==> config.mk <==
export PLATFORM = sky130hd
export DESIGN_NAME = ps2_scancode_decoder
export DESIGN_NICKNAME = d
export VERILOG_FILES = /design/src/rtl/ps2_scancode_decoder.sv
export SDC_FILE = /design/constraint.sdc
export NUM_CORES = 1
export LEC_CHECK = 0
export CELL_PAD_IN_SITES_DETAIL_PLACEMENT = 1
export CELL_PAD_IN_SITES_GLOBAL_PLACEMENT = 2
export CORE_MARGIN = 1.5
export CORE_UTILIZATION = 40
export DETAILED_ROUTE_END_ITERATION = 16
export DONT_BUFFER_PORTS = 1
export HOLD_SLACK_MARGIN = 0.12
export PLACE_DENSITY = 0.78
export SETUP_SLACK_MARGIN = 0.4
export SLEW_MARGIN = 5
export SYNTH_ARGS = -nofsm -noshare
export SYNTH_HDL_FRONTEND = slang
export SYNTH_SLANG_ARGS = --single-unit
==> constraint.sdc <==
create_clock -name clk -period 2.7 [get_ports clk]
set_clock_uncertainty 0.15 [all_clocks]
set_input_delay 0.135 -clock clk [delete_from_list [all_inputs] [get_ports clk]]
set_output_delay 0.135 -clock clk [all_outputs]
set_load 0.05 [all_outputs]
==> src/rtl/ps2_scancode_decoder.sv <==
// PS/2 Set-2 scan-code decoder: pops receiver bytes, folds E0/F0/E1 prefixes into key events, queues them.
// Define PS2_DEC_LOCKS_EN to track caps/num/scroll lock toggles on lock_state.
module ps2_scancode_decoder #(
  parameter int EVT_DEPTH = 4,
  parameter int EVT_AW    = 2
) (
  input  logic       clk,
  input  logic       clrn,
  input  logic [7:0] kbd_data,
  input  logic       kbd_ready,
  output logic       kbd_nextdata_n,
  output logic       evt_valid,
  input  logic       evt_ready,
  output logic [7:0] evt_code,
  output logic       evt_break,
  output logic       evt_ext,
  output logic       proto_err,
  output logic [2:0] lock_state
);

  typedef enum logic [2:0] {ST_BASE, ST_E0, ST_F0, ST_E0F0, ST_PAUSE} state_t;

  state_t           r_state;
  logic [2:0]       r_pause_cnt;
  logic             r_nextdata_n;
  logic             r_proto_err;
  logic [EVT_AW:0]  r_wptr;
  logic [EVT_AW:0]  r_rptr;
  logic [9:0]       r_mem [EVT_DEPTH];

  logic             w_full;
  logic             w_empty;
  logic             w_sample;
  logic             w_pop;
  logic             w_push;
  logic             w_err;
  logic [9:0]       w_entry;
  logic [9:0]       w_head;
  state_t           w_next_state;
  logic [2:0]       w_next_cnt;
  logic             w_is_prefix;

  assign w_empty  = (r_wptr == r_rptr);
  assign w_full   = (r_wptr[EVT_AW] != r_rptr[EVT_AW]) &&
                    (r_wptr[EVT_AW-1:0] == r_rptr[EVT_AW-1:0]);
  // A low strobe means the receiver still shows the byte just taken, so that cycle never samples.
  assign w_sample = kbd_ready && r_nextdata_n && !w_full;
  assign w_pop    = !w_empty && evt_ready;

  assign w_is_prefix = (kbd_data == 8'hE0) || (kbd_data == 8'hF0) || (kbd_data == 8'hE1);

  // NOTE: every signal driven here gets a default first, so no path leaves a latch behind.
  always_comb begin
    w_next_state = r_state;
    w_next_cnt   = r_pause_cnt;
    w_push       = 1'b0;
    w_err        = 1'b0;
    w_entry      = '0;
    if (w_sample) begin
      if (r_state == ST_PAUSE) begin
        w_next_cnt = r_pause_cnt - 3'd1;
        if (r_pause_cnt == 3'd1) begin
          w_push       = 1'b1;
          w_entry      = {1'b0, 1'b0, 8'hE1};
          w_next_state = ST_BASE;
        end
      end else if (kbd_data == 8'h00 || kbd_data == 8'hFF) begin
        w_err        = 1'b1;
        w_next_state = ST_BASE;
      end else begin
        case (r_state)
          ST_BASE: begin
            if (kbd_data == 8'hE0) begin
              w_next_state = ST_E0;
            end else if (kbd_data == 8'hF0) begin
              w_next_state = ST_F0;
            end else if (kbd_data == 8'hE1) begin
              w_next_state = ST_PAUSE;
              w_next_cnt   = 3'd7;
            end else begin
              w_push  = 1'b1;
              w_entry = {1'b0, 1'b0, kbd_data};
            end
          end
          ST_E0: begin
            if (kbd_data == 8'hF0) begin
              w_next_state = ST_E0F0;
            end else if (w_is_prefix) begin
              w_err        = 1'b1;
              w_next_state = ST_BASE;
            end else begin
              w_push       = 1'b1;
              w_entry      = {1'b1, 1'b0, kbd_data};
              w_next_state = ST_BASE;
            end
          end
          ST_F0, ST_E0F0: begin
            w_next_state = ST_BASE;
            if (w_is_prefix) begin
              w_err = 1'b1;
            end else begin
              w_push  = 1'b1;
              w_entry = {r_state == ST_E0F0, 1'b1, kbd_data};
            end
          end
          default: w_next_state = ST_BASE;
        endcase
      end
    end
  end

  // NOTE: sequential state uses non-blocking assignments so every register sees pre-edge values.
  always_ff @(posedge clk or negedge clrn) begin
    if (!clrn) begin
      r_state      <= ST_BASE;
      r_pause_cnt  <= 3'd0;
      r_nextdata_n <= 1'b1;
      r_proto_err  <= 1'b0;
      r_wptr       <= '0;
      r_rptr       <= '0;
    end else begin
      r_state      <= w_next_state;
      r_pause_cnt  <= w_next_cnt;
      r_nextdata_n <= !w_sample;
      r_proto_err  <= w_err;
      r_wptr       <= r_wptr + (EVT_AW+1)'(w_push);
      r_rptr       <= r_rptr + (EVT_AW+1)'(w_pop);
    end
  end

  // NOTE: the event storage has no reset; the pointers alone define which entries are live.
  always_ff @(posedge clk) begin
    if (w_push) r_mem[r_wptr[EVT_AW-1:0]] <= w_entry;
  end

  assign w_head         = w_empty ? 10'd0 : r_mem[r_rptr[EVT_AW-1:0]];
  assign evt_valid      = !w_empty;
  assign evt_code       = w_head[7:0];
  assign evt_break      = w_head[8];
  assign evt_ext        = w_head[9];
  assign kbd_nextdata_n = r_nextdata_n;
  assign proto_err      = r_proto_err;

`ifdef PS2_DEC_LOCKS_EN
  logic [2:0] r_lock;

  always_ff @(posedge clk or negedge clrn) begin
    if (!clrn) begin
      r_lock <= 3'b000;
    end else if (w_push && w_entry[9:8] == 2'b00) begin
      if (w_entry[7:0] == 8'h58) r_lock[0] <= !r_lock[0];
      if (w_entry[7:0] == 8'h77) r_lock[1] <= !r_lock[1];
      if (w_entry[7:0] == 8'h7E) r_lock[2] <= !r_lock[2];
    end
  end

  assign lock_state = r_lock;
`else
  assign lock_state = 3'b000;
`endif

endmodule

Yosys cells after proc, flatten, opt, wreduce, memory -nomap -nowiden --
Memories as Yosys holds them, arrays and structs flattened. Index checks and enable logic that the tools add are counted.
Word-level totals: register bits 14, RAM bits 40, input port bits 12, output and inout bits 16, logic and storage cells 88, memories kept 1
Cells by class: add/sub/neg operators 3, equality and inequality tests 17, mux-type cells 44, reductions and logical operators 17
Memory list:
- r_mem | words 4, bits a word 10, read ports 1, clocked after memory_dff 0, wr ports 1, RTL line 29 | logic [9:0] r_mem [EVT_DEPTH];
Operators with widths (count):
- 2-to-1 mux 10 bit | 7
- 2-to-1 mux 3 bit | 12
- equality test 8 bit, second input constant | 4
- 2-to-1 mux 8 bit | 4
- one-hot mux 10 bit (3 select lines) | 1
- 2-to-1 mux 1 bit | 16
- zero test 8 bit | 1
- adder 3 x 1 -> 3 bit | 2
- equality test 3 x 1 -> 1 bit, second input constant | 2
- equality test 3 x 2 -> 1 bit, second input constant | 2
- != test 6 bit, second input constant | 1
- one-hot mux 3 bit (2 select lines) | 1
- AND reduction 6 bit | 1
- logical AND 1 bit | 4
- != test 2 x 1 -> 1 bit, second input constant | 2
- != test 2 bit, second input constant | 2
- nonzero test 2 bit | 2
- equality test 3 bit | 1
- equality test 3 bit, second input constant | 1
- zero test 1 bit | 3
- zero test 3 bit | 1
- logical OR 1 bit | 3
- one-hot mux 1 bit (3 select lines) | 1
- AND reduction 3 bit | 1
- 6 further kinds | 6

Logic depth before layout (Yosys ltp) --
Gate-level depths: netlist (run 1).
depth after elaboration 11, depth in mapped cells 10, gate-level depth less buffers 9

Worst setup path after synthesis (run 1) --
Ideal clock, no wire load.
kind register -> register, start point reg r_nextdata_n (netlist: kbd_nextdata_n), end point mem r_mem[0][0] (enable), library setup time 0.404 ns, data arrival time 2.280 ns, required time 2.146 ns, setup slack -0.133 ns, cell stages (with the launch flop) 5, buffers on the path 1, period minus slack after synthesis 2.833 ns, cells stage by stage dfstp_2 > o311ai_2 > nand2b_4 > buf_6 > nor4_1
On the way: cells in the longest elaborated chain, start to end 5
RTL lines:
- start: declaration | RTL line 25 | logic r_nextdata_n;
- start signal: assignment | RTL line 124 | r_nextdata_n <= !w_sample;
- logical AND 1 bit (2 in series) | RTL line 47 | assign w_sample = kbd_ready && r_nextdata_n && !w_full;
- 2-to-1 mux 1 bit | RTL line 59 | if (w_sample) begin
- 2-to-1 mux 1 bit | RTL line 133 | if (w_push) r_mem[r_wptr[EVT_AW-1:0]] <= w_entry;
- 2-to-1 mux 1 bit (implied by the code) | RTL line 133
- end: declaration | RTL line 29
Every way passes these cells.

Worst setup path in the final report (run 1) --
start point in kbd_data[6], end point reg r_wptr[2]
On the way: cells in the longest elaborated chain, start to end 10, elaborated cells on any way between the ends 18, classes of those cells add/sub: 1; eq/ne: 4; mux: 9; reduce/logical: 4
RTL lines:
- start: declaration | RTL line 9 | input logic [7:0] kbd_data,
- equality test 8 bit, on equally long branches
- logical OR 1 bit (2 in series) | RTL line 50 | assign w_is_prefix = (kbd_data == 8'hE0) || (kbd_data == 8'hF0) || (kbd_data == 8'hE1);
- 2-to-1 mux 1 bit | RTL line 88, 99
- 2-to-1 mux 1 bit | RTL line 86 | if (kbd_data == 8'hF0) begin
- one-hot mux 1 bit (3 select lines) | RTL line 71 | case (r_state)
- 2-to-1 mux 1 bit * | RTL line 67 | end else if (kbd_data == 8'h00 || kbd_data == 8'hFF) begin
- 2-to-1 mux 1 bit * | RTL line 60 | if (r_state == ST_PAUSE) begin
- 2-to-1 mux 1 bit * | RTL line 59
- adder 3 x 1 -> 3 bit * | RTL line 126 | r_wptr <= r_wptr + (EVT_AW+1)'(w_push);
- end signal: assignment | RTL line 126
- end: declaration | RTL line 27 | logic [EVT_AW:0] r_wptr;
Every way passes the cells marked *; elsewhere a longest branch is shown, timed or not. A chain may end at the register's enable or synchronous reset.

==> flow_metrics.py, run 1 <==
metrics = {
    "finish": {
        "ff_latch_area_um2": 1550,
        "num_antenna_cells": 0,
        "finalNetCount": 227,
        "synthToLayoutAreaGrowth_pct": 19.7,
        "fin_util": 0.505,
        "n_fill_cell": 624,
        "multi_input_area_um2": 963,
        "layout.cells.non_filler": 285,
        "drive_above_1_share": 0.271,
    },
    "synthesis": {
        "yosys.area.top_type_share": 0.472,
        "yosys-mux-area-fraction": 0.0930,
        "synth_edf_count": 40,
        "yosysWarnings": 0,
        "yosysTopAreaCell": "edfxtp_1",
        "ys_seq_area_frac": 0.611,
        "synthArstFlopShare": 0.259,
        "avgSynthCellArea_um2": 14.9,
        "synth_top_family_by_area": "simple AND/OR/NAND/NOR gates",
        "ys.flop_type": "edfxtp_1",
        "synth_fa_ha_area_frac": 0.0295,
        "synth_xor_area_frac": 0.0172,
        "yosys.area_share.simple": 0.148,
        "synth-compound-area-share": 0.0684,
        "synth.ff_latch_count": 54,
        "synthDistinctLibCells": 48,
        "syn_area_um2": 2540,
        "syn_inst": 171,
        "synth_area_leaders": "edfxtp_1, dfrtp_1, mux4_2",
    },
    "cts": {
        "cts_tree": "built",
        "cts_max_path_buffers": 2,
        "htreeDepth": 2,
        "clk_pin_slew_worst_paths_ns": 0.09,
        "numCtsBuffers": 5,
        "root_buffer": "clkbuf_8",
        "clock_latency_ns": 0.31,
        "cts.sink_count": 54,
    },
    "detailed_routing": {
        "met2_wirelength_mm": 3.06,
        "drt-vias-per-instance": 5.60,
        "dr_wl_met3_um": 172,
        "drtPass1Iterations": 4,
        "routed_wl_mm": 5.67,
        "initialDrtViolationCount": 93,
        "drtAntennaViolNets": 0,
        "drcViolationCount": 0,
        "wl_met1_mm": 2.37,
        "route.vias.total": 1597,
        "top_layer_used": "met4",
        "avgRoutedWirePerCell_um": 19.9,
    },
    "timing": {
        "fmax_mhz": 445,
        "finalCriticalPeriod_ns": 2.25,
        "rsz0062_at_grt": "false",
        "drv_slew": 0,
        "finalSetupViolCount": 0,
        "final-hold-violation-count": 0,
        "slew_headroom": 0.550,
        "min_period_over_period": 0.833,
        "max_slew.worst_pin.slew_ns": 0.673,
        "setup_tns_ns": 0,
        "setup_ws_ns": 0.451,
    },
    "grt": {
        "grt_max_degree": 18,
        "overflow": 0,
        "grt_pass1_vias": 1737,
        "antenna_found_initial": 0,
        "grt_first_pass_wirelength_mm": 9.08,
        "track_usage": 0.188,
    },
    "status": {
        "status": "complete, no violations",
    },
    "placement": {
        "dp_hpwl_mm": 3.95,
        "dpl.cell_count": 258,
        "io_buffers": 0,
        "gp_congestion": 0.842,
        "dpl_worst_slack_ns": 0.318,
    },
    "critical_path": {
        "crit_type": "primary input to flip-flop",
        "crit_fanout": 6,
        "cp.arrival_ns": 2.29,
        "required_ns": 2.74,
        "critPathLaunch": "kbd_data[6]",
        "start_kind": "primary input",
        "end_kind": "flip-flop",
        "worstReg2RegStart": "r_wptr[1]",
    },
    "pwr": {
        "p_int_w": 0.00201,
        "p_comb_frac": 0.516,
        "power_switching_w": 0.00158,
        "power.total_w": 0.00359,
        "power_leakage_nw": 1.11,
        "p_sw_frac": 0.440,
        "seq_power_share": 0.360,
        "pwr-share-clk": 0.125,
        "power_density_nw_per_um2": 1180,
        "ir_drop_uv": 758,
    },
    "floorplanning": {
        "io_pins": 28,
        "core_um2": 6030,
        "num_rows": 28,
        "die_w_um": 82.7,
        "start_util": 0.422,
        "floorplan.die_area_um2": 6840,
        "die_y_um": 82.7,
    },
    "worst_hold_path": {
        "worstHoldStart": "kbd_data[3]",
        "hold_path.class": "primary input to flip-flop",
    },
    "run": {
        "cap_violations": 0,
    },
}
worst max-delay path, cell delays in order:
cell           delay [ns]
dlygate4sd3_1        0.58
nand3_1              0.15
or3_1                0.51
a31oi_4              0.28
nor2_1               0.09
ha_1                 0.20
ha_1                 0.19
xor2_1               0.16
layer usage:
layer,track usage,vias to the layer above
li1,-,731
met1,0.222,826
met2,0.339,35
met3,0.0363,5
met4,0.0700,0
met5,0,-
logic make-up after synthesis:
logic type	count (synthesis)
AND/OR/NAND/NOR	59
XOR/XNOR	5
AO/OA/AOI/OAI	20
multiplexers	11
flip-flops	54
adder cells (fa/ha/maj)	6
other	1
buffers and inverters	15
cell usage in the layout (no fill, tap or decap), drive strengths merged, types with 4 or more instances in the layout:
cell and n:
nand3 4, buf 23, ha 6, nor2b 11, and2 4, nor2 8, xor2 4, mux4 10
nor4 4, inv 6, nor3 5, clkbuf 6, dfrtp 13, nand2 5, dlygate4sd3 15, edfxtp 40
state kept, by name, indices dropped and copies added (netlist names):
register and count:
proto_err 1, r_rptr 3, r_state 3, r_wptr 3, r_mem 40, kbd_nextdata_n 1, r_pause_cnt 3
power by group through the flow:
stage,logic (W),registers [W],clock network (W)
global placement,0.00177,0.00129,0
finish,0.00185,0.00129,0.000447
CTS,0.00185,0.00129,0.000458
global route,0.00199,0.00131,0.000486
floorplan,0.00133,0.00127,0
detailed placement,0.00182,0.00131,0
metrics by stage:
| stage | hold WS, ns | area, um^2 |
|---|---|---|
| final | 0.125 | 3040 |
| after global routing | 0.132 | 3040 |
| after CTS | 0.121 | 3000 |
| after detailed placement | -0.310 | 2750 |
| after global placement | -0.310 | 2750 |
| after floorplan | -0.311 | 2570 |
path summary, 6_finish.rpt:
check                      depth (start not counted)    endpoint  slack, ns
setup / recovery                                   8   r_wptr[2]       0.45
hold / removal                                     3  r_state[1]       0.13
setup reg to reg                                   7   r_wptr[2]       0.50
hold reg to reg                                    1   r_rptr[2]       0.36
max in group asynchronous                          1  r_state[2]       1.83
min in group asynchronous                          1   r_wptr[2]       0.15
synth_stat cells (3+ instances only):
cell type and count:
nand3_1 4, a2bb2oi_1 3, xor2_1 4, nor2_1 8, a41oi_1 3, nor2b_1 11
mux4_2 10, buf_4 4, and2_1 4, dfrtp_1 13, inv_1 6, nor4_1 4
edfxtp_1 40, o21ai_0 3, ha_1 6, nand2_1 5, nor3_1 5
what timing repair did:
item,CTS,global route
pin swaps,1,1
gates resized for setup,0,3
endpoints found under the hold margin,44,0
setup endpoints to repair,32,32
buffers inserted,1,3
hold buffers,15,0
layout make-up:
cell class / count / share of cell area
Inverter: 6 / 0.00740
Sequential cell: 54 / 0.510
Clock inverter: 2 / 0.00493
Timing Repair Buffer: 38 / 0.106
Clock buffer: 6 / 0.0238
Tap cell: 75 / 0.0308
Multi-Input combinational cell: 104 / 0.317
Note: power is estimated with default switching activity, not from simulation.
==> run 2: changes to the inputs <==
Settings changed: ABC_AREA set to 1, PLACE_DENSITY 0.78 to 0.82.
Clock period 2.7 ns to 2.2 ns, I/O delays scaled along.
==> run 2 against run 1 <==
  * Routed wire length rose by 20%
  * Critical path type is now flip-flop to primary output
  * Sequential power increased by 20%
  * Largest power group unchanged
  * Combinational power increased by 99%
  * Power rose by 61%
==> flow_metrics.py, run 2 <==
metrics = {
    "worst_hold_path": {
        "hold_end": "r_state[1]",
        "holdPathStages": 7,
        "worstHoldStart": "kbd_data[0]",
        "hold_path.class": "primary input to flip-flop",
    },
    "grt": {
        "overflow": 0,
        "grt_pass1_vias": 1997,
        "antenna_found_initial": 0,
        "track_usage": 0.178,
        "grt_first_pass_wirelength_mm": 9.78,
        "grt_max_degree": 22,
    },
    "detailed_routing": {
        "drcViolationCount": 0,
        "routed_wl_mm": 6.79,
        "route.vias.total": 1934,
        "initialDrtViolationCount": 60,
        "drtPass1Iterations": 4,
        "drtAntennaViolNets": 0,
        "drt-vias-per-instance": 5.02,
        "avgRoutedWirePerCell_um": 17.6,
    },
    "timing": {
        "rsz0062_at_grt": "true",
        "setup_tns_ns": 0,
        "max_slew.worst_pin.slew_ns": 0.656,
        "finalCriticalPeriod_ns": 2.03,
        "slew_headroom": 0.561,
        "hold_slack_ns": 0.0832,
        "drv_slew": 0,
        "min_period_over_period": 0.924,
        "fmax_mhz": 492,
        "final-hold-violation-count": 0,
        "finalSetupViolCount": 0,
    },
    "critical_path": {
        "start_kind": "flip-flop",
        "slowest_delay_ns": 0.43,
        "path_buf_inv": 3,
        "worstReg2RegStart": "r_wptr[2]",
        "path_cells": "xor2_2 -> nand3b_1 -> buf_6 -> buf_12 -> nand2_2 -> clkinvlp_4",
        "regToRegSetupSlack_ns": 0.25,
        "required_ns": 1.94,
        "crit_family": "buffers and inverters",
        "crit_type": "flip-flop to primary output",
        "reg2reg_depth": 8,
        "crit_fanout": 7,
        "reg2reg_to": "r_mem[1][8]",
        "cp.arrival_ns": 1.77,
        "crit_slowest_cell": "dfrtp_1",
        "end_kind": "primary output",
    },
    "pwr": {
        "p_int_w": 0.00290,
        "ir_drop_uv": 1190,
        "seq_power_share": 0.269,
        "power_density_nw_per_um2": 1610,
        "pwr-share-clk": 0.093,
        "p_sw_frac": 0.496,
        "p_comb_frac": 0.638,
        "power_switching_w": 0.00286,
        "power_leakage_nw": 1.42,
    },
    "cts": {
        "cts.sink_count": 54,
        "cts_max_path_buffers": 2,
        "numCtsBuffers": 5,
        "clk_pin_slew_worst_paths_ns": 0.09,
        "clock_latency_ns": 0.30,
        "htreeDepth": 2,
        "cts_tree": "built",
        "root_buffer": "clkbuf_8",
    },
    "floorplanning": {
        "floorplan.die_area_um2": 7100,
        "core_um2": 6350,
        "num_rows": 29,
        "die_y_um": 84.2,
        "start_util": 0.416,
        "io_pins": 28,
        "die_w_um": 84.2,
    },
    "synthesis": {
        "synthDistinctLibCells": 28,
        "yosys.area.top_type_share": 0.455,
        "synth_edf_count": 40,
        "avgSynthCellArea_um2": 9.81,
        "ys.flop_type": "edfxtp_1",
        "ys_seq_area_frac": 0.588,
        "yosysWarnings": 0,
        "synth.ff_latch_count": 54,
        "syn_area_um2": 2640,
        "yosys-top-cells-count": "nand2_1, nor2_1, edfxtp_1",
        "syn_inst": 269,
        "synthArstFlopShare": 0.259,
        "synthMostInstantiatedCell": "nand2_1",
        "synth_area_leaders": "edfxtp_1, dfrtp_1, nand2_1",
        "yosysTopAreaCell": "edfxtp_1",
    },
    "placement": {
        "dpl.cell_count": 344,
        "io_buffers": 0,
        "dp_hpwl_mm": 3.94,
        "gp_congestion": 0.804,
    },
    "finish": {
        "multi_input_area_um2": 1170,
        "layout_commonest_cell": "nor2_1",
        "largest_reg_flops": 40,
        "most-common-layout-cells": "nor2_1, nand2_1, edfxtp_1",
        "synthToLayoutAreaGrowth_pct": 35.4,
        "layout.cells.non_filler": 385,
        "finalNetCount": 325,
        "num_antenna_cells": 0,
        "ff_latch_area_um2": 1560,
        "n_fill_cell": 674,
        "drive_above_1_share": 0.344,
    },
    "run": {
        "cap_violations": 0,
    },
    "status": {
        "status": "complete, no violations",
    },
}
-- run 2: worst max path at each step --
stage | from | cells after the start | endpoint
after floorplan | kbd_nextdata_n | 4 | r_mem[0][0]
after global placement | r_wptr[1] | 6 | r_mem[1][2]
after detailed placement | r_wptr[1] | 6 | r_mem[1][2]
after CTS | r_wptr[2] | 5 | evt_ext
after global routing | r_wptr[2] | 6 | evt_code[3]
final | r_wptr[2] | 6 | evt_code[3]
-- run 2: kinds of logic (layout without fill, tap and decap cells) --
group,after synthesis,in the layout,synth area share
XOR/XNOR,6,6,0.0199
adder cells (fa/ha/maj),6,6,0.0284
AO/OA/AOI/OAI,26,26,0.0635
flip-flops,54,54,0.588
other,1,3,0.00142
buffers and inverters,40,77,0.0621
AND/OR/NAND/NOR,136,136,0.236
-- run 2: cell type report --
type,count,share of cell area
Clock inverter,3,0.00595
Timing Repair Buffer,39,0.141
Sequential cell,54,0.435
Inverter,30,0.0434
Clock buffer,5,0.0193
Tap cell,77,0.0270
Multi-Input combinational cell,177,0.328
-- run 2: power by group through the flow --
stage	clock network, W	logic (W)	registers, W
after floorplan	0	0.00202	0.00159
after global placement	0	0.00245	0.00156
after detailed placement	0	0.00248	0.00157
after CTS	0.000545	0.00298	0.00154
after global routing	0.000579	0.00392	0.00158
final	0.000536	0.00368	0.00155
-- run 2: per-stage QoR --
step	setup WS (ns)	utilization	power, W	area (um^2)
detailed placement	0.183	0.444	0.00404	2820
finish	0.168	0.563	0.00577	3570
global placement	0.251	0.444	0.00401	2820
CTS	0.228	0.512	0.00506	3250
floorplan	0.346	-	0.00361	2720
global route	0.119	0.563	0.00607	3570
-- run 2: routing by layer --
layer / GRT usage / up-vias / wire length, um
met5: 0 / - / 0
met4: 0.0671 / 0 / 119
met3: 0.0265 / 10 / 199
met2: 0.320 / 37 / 3710
met1: 0.214 / 930 / 2760
li1: - / 957 / -
-- run 2: worst min-delay path, stage by stage --
cell	delay [ns]
inv_2	0.02
nand2_1	0.06
nor2_2	0.05
nand2_2	0.07
a21oi_1	0.05
nand3_1	0.09
nand2_1	0.06
-- run 2: repair_timing --
| item | CTS | global route |
|---|---|---|
| endpoints found under the hold margin | 56 | 8 |
| cloned | 1 | 2 |
| hold buffers | 10 | 2 |
| setup buffers | 11 | 7 |
| resized for setup | 21 | 43 |
| pin swaps | 9 | 8 |
| setup endpoints to repair | 52 | 90 |
==> run 3: changes to the inputs <==
Settings changed: CELL_PAD_IN_SITES_DETAIL_PLACEMENT 1 to 0, CELL_PAD_IN_SITES_GLOBAL_PLACEMENT 2 to 1, CORE_UTILIZATION 40 to 49, PLACE_DENSITY 0.82 to 0.83.
==> run 3 against run 2 <==
  * Routed wire length down 6.5%
  * Worst hold slack worse by 0.0094 ns
  * Critical path depth unchanged
  * Count of clock-buffer cells in the layout up 2
  * Via count up 1.7%
  * Non-clock buffer count up 4
  * First-iteration DRC count up 120%
  * Highest routed layer unchanged
  * Final cell count down 0.78%
  * Die area down 18%
  * Global-route usage up 3.7 points
  * Critical path type unchanged
  * Register-to-register slack worse by 0.04 ns
  * Flip-flop and latch count unchanged
==> flow_metrics.py, run 3 (synthesis results as in run 2) <==
metrics = {
    "critical_path": {
        "reg2reg_depth": 8,
        "start_kind": "flip-flop",
        "path_cells": "xor2_2 -> nand3b_1 -> buf_6 -> buf_12 -> nand2_4 -> clkinvlp_4",
        "path_buf_inv": 3,
        "crit_cells": 6,
        "crit_fanout": 7,
        "cp.arrival_ns": 1.79,
        "required_ns": 1.94,
        "crit_family": "buffers and inverters",
        "crit_type": "flip-flop to primary output",
        "slowest_delay_ns": 0.43,
        "end_kind": "primary output",
        "crit_slowest_cell": "dfrtp_1",
    },
    "floorplanning": {
        "floorplan.die_area_um2": 5840,
        "die_y_um": 76.4,
        "io_pins": 28,
        "die_w_um": 76.4,
        "core_um2": 5140,
        "num_rows": 26,
        "start_util": 0.514,
    },
    "finish": {
        "n_fill_cell": 380,
        "most-common-layout-cells": "nor2_1, edfxtp_1, nand2_1",
        "finalNetCount": 329,
        "num_antenna_cells": 0,
        "final_area_um2": 3680,
        "largest_reg_flops": 40,
        "ff_latch_area_um2": 1560,
        "multi_input_area_um2": 1260,
        "drive_above_1_share": 0.372,
        "synthToLayoutAreaGrowth_pct": 39.6,
        "layout_commonest_cell": "nor2_1",
    },
    "worst_hold_path": {
        "hold_path.class": "primary input to flip-flop",
        "holdPathStages": 7,
    },
    "timing": {
        "setup_tns_ns": 0,
        "setup_ws_ns": 0.149,
        "finalCriticalPeriod_ns": 2.05,
        "final-hold-violation-count": 0,
        "fmax_mhz": 487,
        "rsz0062_at_grt": "true",
        "drv_slew": 0,
        "slew_headroom": 0.554,
        "finalSetupViolCount": 0,
        "max_slew.worst_pin.slew_ns": 0.666,
        "min_period_over_period": 0.932,
    },
    "cts": {
        "cts.sink_count": 54,
        "cts_tree": "built",
        "clock_latency_ns": 0.31,
        "htreeDepth": 2,
        "clk_pin_slew_worst_paths_ns": 0.09,
        "cts_max_path_buffers": 2,
        "numCtsBuffers": 5,
        "root_buffer": "clkbuf_8",
    },
    "grt": {
        "track_usage": 0.215,
        "grt_max_degree": 22,
        "overflow": 0,
        "antenna_found_initial": 0,
        "grt_first_pass_wirelength_mm": 9.71,
        "grt_pass1_vias": 1958,
    },
    "detailed_routing": {
        "drt-vias-per-instance": 5.15,
        "drtPass1Iterations": 5,
        "routed_wl_mm": 6.35,
        "initialDrtViolationCount": 134,
        "route.vias.total": 1967,
        "drcViolationCount": 0,
        "drtAntennaViolNets": 0,
        "avgRoutedWirePerCell_um": 16.6,
    },
    "placement": {
        "dp_hpwl_mm": 3.70,
        "gp_congestion": 0.862,
        "place_area_um2": 2800,
        "io_buffers": 0,
        "dpl_worst_slack_ns": 0.178,
    },
    "run": {
        "cap_violations": 0,
    },
    "status": {
        "status": "complete, no violations",
    },
}
-- run 3: changes by cell type in the layout (fill, tap and decap cells not counted), sizes merged --
cell	before	now
buf	25	30
clkinvlp	11	10
clkinv	2	1
clkbuf	7	9
dlygate4sd3	11	10
-- run 3: final timing paths --
kind | startpoint | slack [ns] | to
max reg2reg | r_rptr[2] | 0.21 | r_mem[0][5]
min reg2reg | r_pause_cnt[1] | 0.33 | r_pause_cnt[1]
min | kbd_data[3] | 0.07 | r_state[1]
max | r_rptr[2] | 0.15 | evt_code[1]
max in group asynchronous | clrn | 1.32 | r_rptr[0]
min in group asynchronous | clrn | 0.11 | r_pause_cnt[1]
-- run 3: tightest hold or removal path, delay by kind of cell --
kind | cells | cell delay [ns]
and+or+nand+nor | 5 | 0.32
AOI/OAI and AO/OA | 1 | 0.05
buffers and inverters | 1 | 0.02
-- run 3: layout make-up --
class	instances	share of cell area
Clock buffer	7	0.0234
Inverter	30	0.0414
Clock inverter	1	0.00136
Multi-Input combinational cell	177	0.342
Sequential cell	54	0.422
Tap cell	70	0.0238
Timing Repair Buffer	43	0.145
-- run 3: what timing repair did --
action,in CTS,in global routing
endpoints found under the setup margin,52,91
setup buffers,18,4
gates resized for setup,50,41
hold buffers,6,6
gates cloned,2,2
endpoints found under the hold margin,57,26
pin swaps,11,14
-- run 3: layer usage --
metal  part of all wire  wire [um]  vias up  global-route usage
li1                   -          -      966                   -
met2               0.54       3420       45               0.385
met1               0.40       2570      945               0.261
met4              0.018        114        0              0.0704
met5                  0          0        -                   0
met3              0.038        243       11              0.0383
-- run 3: per-stage QoR --
stage / instances / hold slack [ns] / util
2_1_floorplan: 271 / -0.336 / -
3_3_place_gp: 337 / -0.335 / 0.544
3_5_place_dp: 337 / -0.335 / 0.544
4_1_cts: 371 / -0.00741 / 0.657
5_1_grt: 382 / 0.129 / 0.717
6_report: 382 / 0.0738 / 0.717
Power of run 3 is left out: the tool's default activity adds up to more than one toggle a clock period on the data nets, which glitch-free logic cannot reach.
